`src/rtl/fd_integrator.sv`:
```
// Streaming first-order integrator y[n] = y[n-1] + x[n] with optional power-of-two leak,
// saturating accumulator/output, single-register valid/ready output stage and sticky saturation flag.
module fd_integrator #(
  parameter int DATA_W     = 16,
  parameter int ACC_W      = 24,
  parameter int LEAK_SHIFT = 0
) (
  input  logic                     clk,
  input  logic                     rst_n,
  input  logic                     in_valid,
  output logic                     in_ready,
  input  logic signed [DATA_W-1:0] in,
  output logic                     out_valid,
  input  logic                     out_ready,
  output logic signed [DATA_W-1:0] out,
  input  logic                     clear,
  output logic                     sat_flag,
  input  logic                     sat_clr
);

  localparam int SUM_W = ACC_W + 1;

  localparam logic signed [SUM_W-1:0] ACC_MAX = {2'b00, {(ACC_W-1){1'b1}}};
  localparam logic signed [SUM_W-1:0] ACC_MIN = {2'b11, {(ACC_W-1){1'b0}}};
  localparam logic signed [ACC_W-1:0] OUT_MAX = {{(ACC_W-DATA_W+1){1'b0}}, {(DATA_W-1){1'b1}}};
  localparam logic signed [ACC_W-1:0] OUT_MIN = {{(ACC_W-DATA_W+1){1'b1}}, {(DATA_W-1){1'b0}}};

  function automatic logic signed [ACC_W-1:0] sat_acc(input logic signed [SUM_W-1:0] v);
    logic signed [ACC_W-1:0] r;
    if (v > ACC_MAX)      r = ACC_MAX[ACC_W-1:0];
    else if (v < ACC_MIN) r = ACC_MIN[ACC_W-1:0];
    else                  r = v[ACC_W-1:0];
    return r;
  endfunction

  function automatic logic signed [DATA_W-1:0] sat_out(input logic signed [ACC_W-1:0] v);
    logic signed [DATA_W-1:0] r;
    if (v > OUT_MAX)      r = OUT_MAX[DATA_W-1:0];
    else if (v < OUT_MIN) r = OUT_MIN[DATA_W-1:0];
    else                  r = v[DATA_W-1:0];
    return r;
  endfunction

  logic signed [ACC_W-1:0]  acc_p0;
  logic signed [DATA_W-1:0] out_p0;
  logic                     vld_p0;
  logic                     sat_p0;

  logic                     accept;
  logic                     consume;
  logic signed [ACC_W-1:0]  acc_shr;
  logic signed [SUM_W-1:0]  sum;
  logic signed [ACC_W-1:0]  acc_nxt;
  logic signed [DATA_W-1:0] out_nxt;
  logic                     sat_ev;

  // Output register can be refilled in the same cycle it drains, so ready follows out_ready.
  assign in_ready  = !clear && (!vld_p0 || out_ready);
  assign accept    = in_valid && in_ready;
  assign consume   = vld_p0 && out_ready;
  assign out       = out_p0;
  assign out_valid = vld_p0;
  assign sat_flag  = sat_p0;

  always_comb begin
    acc_shr = '0;
    if (LEAK_SHIFT != 0) acc_shr = acc_p0 >>> LEAK_SHIFT;
    // Leak never exceeds |acc|, so acc - leak + in always fits in ACC_W+1 bits.
    sum     = {acc_p0[ACC_W-1], acc_p0}
            + {{(SUM_W-DATA_W){in[DATA_W-1]}}, in}
            - {acc_shr[ACC_W-1], acc_shr};
    acc_nxt = sat_acc(sum);
    out_nxt = sat_out(acc_nxt);
    sat_ev  = accept &&
              ((sum != {acc_nxt[ACC_W-1], acc_nxt}) ||
               (acc_nxt != {{(ACC_W-DATA_W){out_nxt[DATA_W-1]}}, out_nxt}));
  end

  // Stage p0: accumulator, output register and flags
  always_ff @(posedge clk or negedge rst_n) begin
    if (!rst_n) begin
      acc_p0 <= '0;
      out_p0 <= '0;
      vld_p0 <= 1'b0;
      sat_p0 <= 1'b0;
    end else begin
      if (clear) begin
        acc_p0 <= '0;
        vld_p0 <= 1'b0;
      end else if (accept) begin
        acc_p0 <= acc_nxt;
        out_p0 <= out_nxt;
        vld_p0 <= 1'b1;
      end else if (consume) begin
        vld_p0 <= 1'b0;
      end

      if (sat_ev)       sat_p0 <= 1'b1;
      else if (sat_clr) sat_p0 <= 1'b0;
    end
  end

endmodule

```
`config.mk`:
```
export PLATFORM = sky130hd
export DESIGN_NAME = fd_integrator
export DESIGN_NICKNAME = d
export VERILOG_FILES = /design/src/rtl/fd_integrator.sv
export SDC_FILE = /design/constraint.sdc
export NUM_CORES = 1
export LEC_CHECK = 0
export ABC_AREA = 1
export CAP_MARGIN = 20
export CORE_AREA = 2 2 89 91
export CTS_CLUSTER_SIZE = 25
export DETAILED_ROUTE_END_ITERATION = 10
export DIE_AREA = 0 0 91 93
export GPL_TIMING_DRIVEN = 0
export PLACE_DENSITY = 0.75
export SYNTH_ARGS = -nofsm -noshare
export SYNTH_HDL_FRONTEND = slang
export SYNTH_SLANG_ARGS = --single-unit
```
`constraint.sdc`:
```
create_clock -name clk -period 2.8 [get_ports clk]
set_input_delay 0.56 -clock clk [delete_from_list [all_inputs] [get_ports clk]]
set_output_delay 0.56 -clock clk [all_outputs]
set_load 0.05 [all_outputs]
```
; ---- Word level (Yosys, flattened, before mapping)
; Index checks and enable logic that the tools add are counted.
[totals]
ff_bits = 42
input_bits = 22
word_cells = 35
[op_classes]
n_addsub = 1
order_cmp = 4
eq_ne = 2
mux = 11
n_bitwise = 1
n_reduce_logical = 12
[ops]
columns = cell, n
row1 = $mux W24, 4
row2 = $mux W16, 2
row3 = $add A24 B16 Y25, 1
row4 = $gt A25 B24 Y1 const B, 1
row5 = $lt A25 B24 Y1 const B, 1
row6 = $ne A25 B25 Y1, 1
row7 = $gt A24 B16 Y1 const B, 1
row8 = $lt A24 B16 Y1 const B, 1
row9 = $ne A24 B24 Y1, 1
row10 = $mux W1, 5
row11 = $logic_and A1 B1 Y1, 4
row12 = $reduce_bool A2 Y1, 2
row13 = $reduce_bool A3 Y1, 1
row14 = $logic_not A1 Y1, 2
row15 = $logic_or A1 B1 Y1, 2
row16 = $reduce_and A2 Y1, 1
row17 = $not A1 Y1, 1

; ---- Logic depth before layout (Yosys ltp)
[logic_depth]
word_depth = 11
mapped_depth = 24
mapped_depth_nobuf = 24

; ---- Least setup slack after synthesis
; No wires, ideal clock.
[synth_path]
path_kind = flip-flop to flip-flop
startpoint = reg vld_p0, in the netlist out_valid
endpoint = reg acc_p0[16]
setup_time_ns = 0.145
arrival_time_ns = 2.702
path_slack_ns = -0.047
stages_incl_launch_ff = 10
n_path_buf = 2
path_cell_list = dfrtp_1 -> nand2_1 -> inv_1 -> nor2_1 -> nand2_1 -> inv_2 -> or2_2 -> clkbuf_1 -> clkbuf_1 -> o22ai_1
[synth_between]
elab_chain_cells = 5
[synth_rtl]
columns = item, line
row1 = start: declaration, 46  ; logic vld_p0;
row2 = start signal: assignment, 84  ; vld_p0 <= 1'b0;
row3 = start signal: assignment, 89  ; vld_p0 <= 1'b0;
row4 = start signal: assignment, 93  ; vld_p0 <= 1'b1;
row5 = $logic_not A1 Y1, 58  ; assign in_ready = !clear && (!vld_p0 || out_ready);
row6 = $logic_or A1 B1 Y1, 58
row7 = $logic_and A1 B1 Y1, 58
row8 = net in_ready, 11  ; output logic in_ready,
row9 = $logic_and A1 B1 Y1, 59  ; assign accept = in_valid && in_ready;
row10 = $reduce_bool A2 Y1 (no line), n/a
row11 = end signal: assignment, 91  ; acc_p0 <= acc_nxt;
row12 = end: declaration, 44  ; logic signed [ACC_W-1:0] acc_p0;
; The timed path passes the listed nets, and every way through them passes these cells.
; A chain may end at the register's enable or synchronous reset.

; ---- Final worst setup path
[layout_path]
startpoint = in in[2]
endpoint = reg out_p0[7], in the netlist out[7]
[layout_between]
elab_chain_cells = 7
[layout_rtl]
columns = item, line
row1 = start: declaration, 12  ; input logic signed [DATA_W-1:0] in,
row2 = $add A24 B16 Y25 (*), 70  ; + {{(SUM_W-DATA_W){in[DATA_W-1]}}, in}
row3 = $lt A25 B24 Y1, 31  ; else if (v < ACC_MIN) r = ACC_MIN[ACC_W-1:0];
row4 = $mux W24, 31
row5 = $mux W24 (*), 30  ; if (v > ACC_MAX) r = ACC_MAX[ACC_W-1:0];
row6 = $lt A24 B16 Y1, 39  ; else if (v < OUT_MIN) r = OUT_MIN[DATA_W-1:0];
row7 = $mux W16, 39
row8 = $mux W16 (*), 38  ; if (v > OUT_MAX) r = OUT_MAX[DATA_W-1:0];
row9 = end signal: assignment, 92  ; out_p0 <= out_nxt;
row10 = end: declaration, 45  ; logic signed [DATA_W-1:0] out_p0;
; Every way passes the cells marked *; elsewhere a longest branch is shown, timed or not.

==> out/metrics.cfg <==
[layout]
fin_nets = 694
num-fill-cells = 562
diodes = 0
layout-drive-gt1-share = 0.316
utilization = 0.726
area_delta_synth_final_pct = 44.5

[timing]
hold_viol = 0
slew_viol_final = 0
max_freq_mhz = 333
worst_slack_ns = -0.201
fin_skew_ns = 0.00818
min_period_over_period = 1.07
fin_hold_ws_ns = 0.227
relSlewSlack = 0.567
setup_tns_ns = -2.56
tightest_slew_ns = 0.649
setup_viol = 16
rsz0062_at_grt = true
period_needed_ns = 3.00

[logic_synthesis]
synth-seq-cells = 42
synth.area.top_cells = dfrtp_1 28%, nand2_1 19%, inv_1 8.3%
synth.most_common_cell = nand2_1
synth.avg_cell_area_sq_um = 6.75
synthTopCellsByCount = 188 x nand2_1, 84 x inv_1, 42 x dfrtp_1, 42 x nor2_1, 25 x o21ai_0
synth_top_area_cell = dfrtp_1
synth_fp_nets = 607
synth.distinct_cells = 38
yosysTopAreaCellShare = 0.278
synth_top_flop_cell = dfrtp_1
synth_edf_count = 0
syn_inst = 560
mappedNetlistArea_sq_mm = 0.00378
yosys_warnings = 0
synthArstFlopShare = 1.00
synth-seq-area-share = 0.278

[clock_tree]
htreeDepth = 2
clockBufferDepth = 2
cts_root_buffer = clkbuf_8
clock_latency_ns = 0.30
hold_buffers = 0
clk_pin_slew_worst_paths_ns = 0.08
cts_tree = done
cts_buffers = 5
clock_sinks = 42

[placement]
hpwl_mm = 8.19
routabilityCongestion = 0.936
place_ws_ns = -1.10
port_buffers = 40

[global_route]
grt_pass1_vias = 4038
grt_start_max_net_pins = 24
grt_pass1_wl_mm = 19.4
overflow = 0
track_usage = 0.287
antenna_found_initial = 0

[drt]
drt-total-wl_mm = 13.1
drt_iter0_drc = 354
vias = 4226
ant_nets = 0
viasPerCell = 5.63
drc = 0
wire_per_inst_um = 17.4
drt-pass1-iter-count = 5

[outcome]
violations = negative setup slack
outcome = finished with violations

[floorplan]
die_y_um = 93
rows = 32
core-area_sq_mm = 0.00753
io_pins = 41
start_util = 0.502
die_w_um = 91
die-area_sq_mm = 0.00846

[worst_setup_path]
required_ns = 3.00
setup.worst_path.start_class = primary input
crit_path_end = out[7]$_DFFE_PN0P_
crit_fanout = 8
critical-path-max-stage-delay_ns = 0.33
rr_endpoint = out[7]$_DFFE_PN0P_
worstReg2RegStart = acc_p0[0]$_DFFE_PN0P_
rrSetupSlack_ns = -0.14
r2r_cells = 21
critPathKind = primary input to flop
cp-end-kind = flop
arrival_ns = 3.20
path_cells = dlygate4sd2_1, ha_4, or2_2, nand3_2, nand2_2, nand2_2, nand3_2, nand2_2, nand2_2, buf_12, nor2_4, nor2_1, nor2_1, nor2_1, nand3_1, nand2_4, buf_6, nand2_1, a2bb2oi_2
cp_slowest_cell = or2_2
crit_path_start = in[2]
cp_common_cell = nand2_2

[power]
peakVddDrop_uv = 694
p_leak_nw = 2.61
power_density_mw_per_mm2 = 1060

[run]
drv_cap = 0

[hold_path]
hold_class = primary input to asynchronous set/reset pin

-- cell type report --
cell class	count	area [sq um]	area share
multi-input combinational	421	2980	0.546
inverter	85	319	0.0584
buffer	12	100	0.0183
sequential	42	1050	0.192
timing repair buffer	80	795	0.145
clock buffer	7	86.3	0.0158
tap	102	128	0.0234
clock inverter	1	5.00	0.000916
-- worst max-delay path: cells and delay by family --
kind            cells  cell delay [ns]
fa+ha+maj           1             0.24
simple gates       14             1.79
buf+inv             3             0.56
compound gates      1             0.06
-- placed cells by master, fill, tap and decap left out, types with 5 or more instances in the layout --
| master | n |
|---|---|
| a21oi_1 | 13 |
| a21oi_2 | 9 |
| a2bb2oi_2 | 10 |
| buf_12 | 5 |
| buf_4 | 30 |
| buf_6 | 6 |
| clkbuf_8 | 6 |
| clkdlybuf4s50_1 | 23 |
| dfrtp_1 | 42 |
| dlygate4sd2_1 | 13 |
| ha_4 | 23 |
| inv_1 | 81 |
| nand2_1 | 138 |
| nand2_2 | 48 |
| nand2_4 | 18 |
| nand3_1 | 12 |
| nand4_1 | 10 |
| nor2_1 | 30 |
| nor2_2 | 10 |
| nor2_4 | 11 |
| nor3_1 | 6 |
| o21ai_0 | 18 |
| o21ai_1 | 11 |
| o21bai_1 | 5 |
| o22ai_1 | 6 |
| xor2_1 | 11 |
-- report_power, final --
group          leakage (nW)  internal [W]  switching (W)
sequential            0.509      0.000813       0.000196
combinational          2.06       0.00175        0.00261
clock                0.0482      0.000199       0.000215
total                  2.61       0.00276        0.00302
-- cells by family after synthesis --
family / count (synthesis) / synth area share
buffers and inverters: 97 / 0.107
AOI/OAI and AO/OA: 82 / 0.148
adders and majority gates: 25 / 0.0847
xor gates and xnor gates: 15 / 0.0347
and+or+nand+nor: 299 / 0.348
DFF: 42 / 0.278
-- timing repair --
| action | in CTS | in global routing |
|---|---|---|
| pin swaps | 36 | 49 |
| gates resized for setup | 100 | 78 |
| cloned | 2 | 1 |
| endpoints found under the setup margin | 39 | 25 |
| setup buffers | 22 | 14 |
-- how the worst min path moves through the flow --
stage,from,endpoint,slack (ns),cells after the start
2_1_floorplan,rst_n,acc_p0[0]$_DFFE_PN0P_,0.26,0
3_3_place_gp,sat_flag$_DFFE_PN0P_,sat_flag$_DFFE_PN0P_,0.47,2
3_5_place_dp,sat_flag$_DFFE_PN0P_,sat_flag$_DFFE_PN0P_,0.47,2
4_1_cts,rst_n,out[13]$_DFFE_PN0P_,0.24,1
5_1_grt,rst_n,out[12]$_DFFE_PN0P_,0.25,1
6_report,rst_n,out[13]$_DFFE_PN0P_,0.23,1
-- flip-flops by register name (all words and copies together), names as in the netlist --
signal,cells
acc_p0,24
out_valid,1
sat_flag,1
out,16
-- layer usage --
layer  share of wire  routed length [um]  global-route usage
met1            0.39                5130               0.369
met2            0.49                6410               0.493
met3           0.078                1020              0.0427
met4           0.040                 519               0.104
met5               0                   0                   0
-- per-stage QoR --
step,area [sq um],cells,total power (W)
4_1_cts,5030,735,0.00502
6_report,5470,750,0.00578
3_5_place_dp,4340,703,0.00401
3_3_place_gp,4320,702,0.00398
5_1_grt,5470,750,0.00611
2_1_floorplan,3790,560,0.00322
Note: power is estimated with default switching activity, not from simulation.
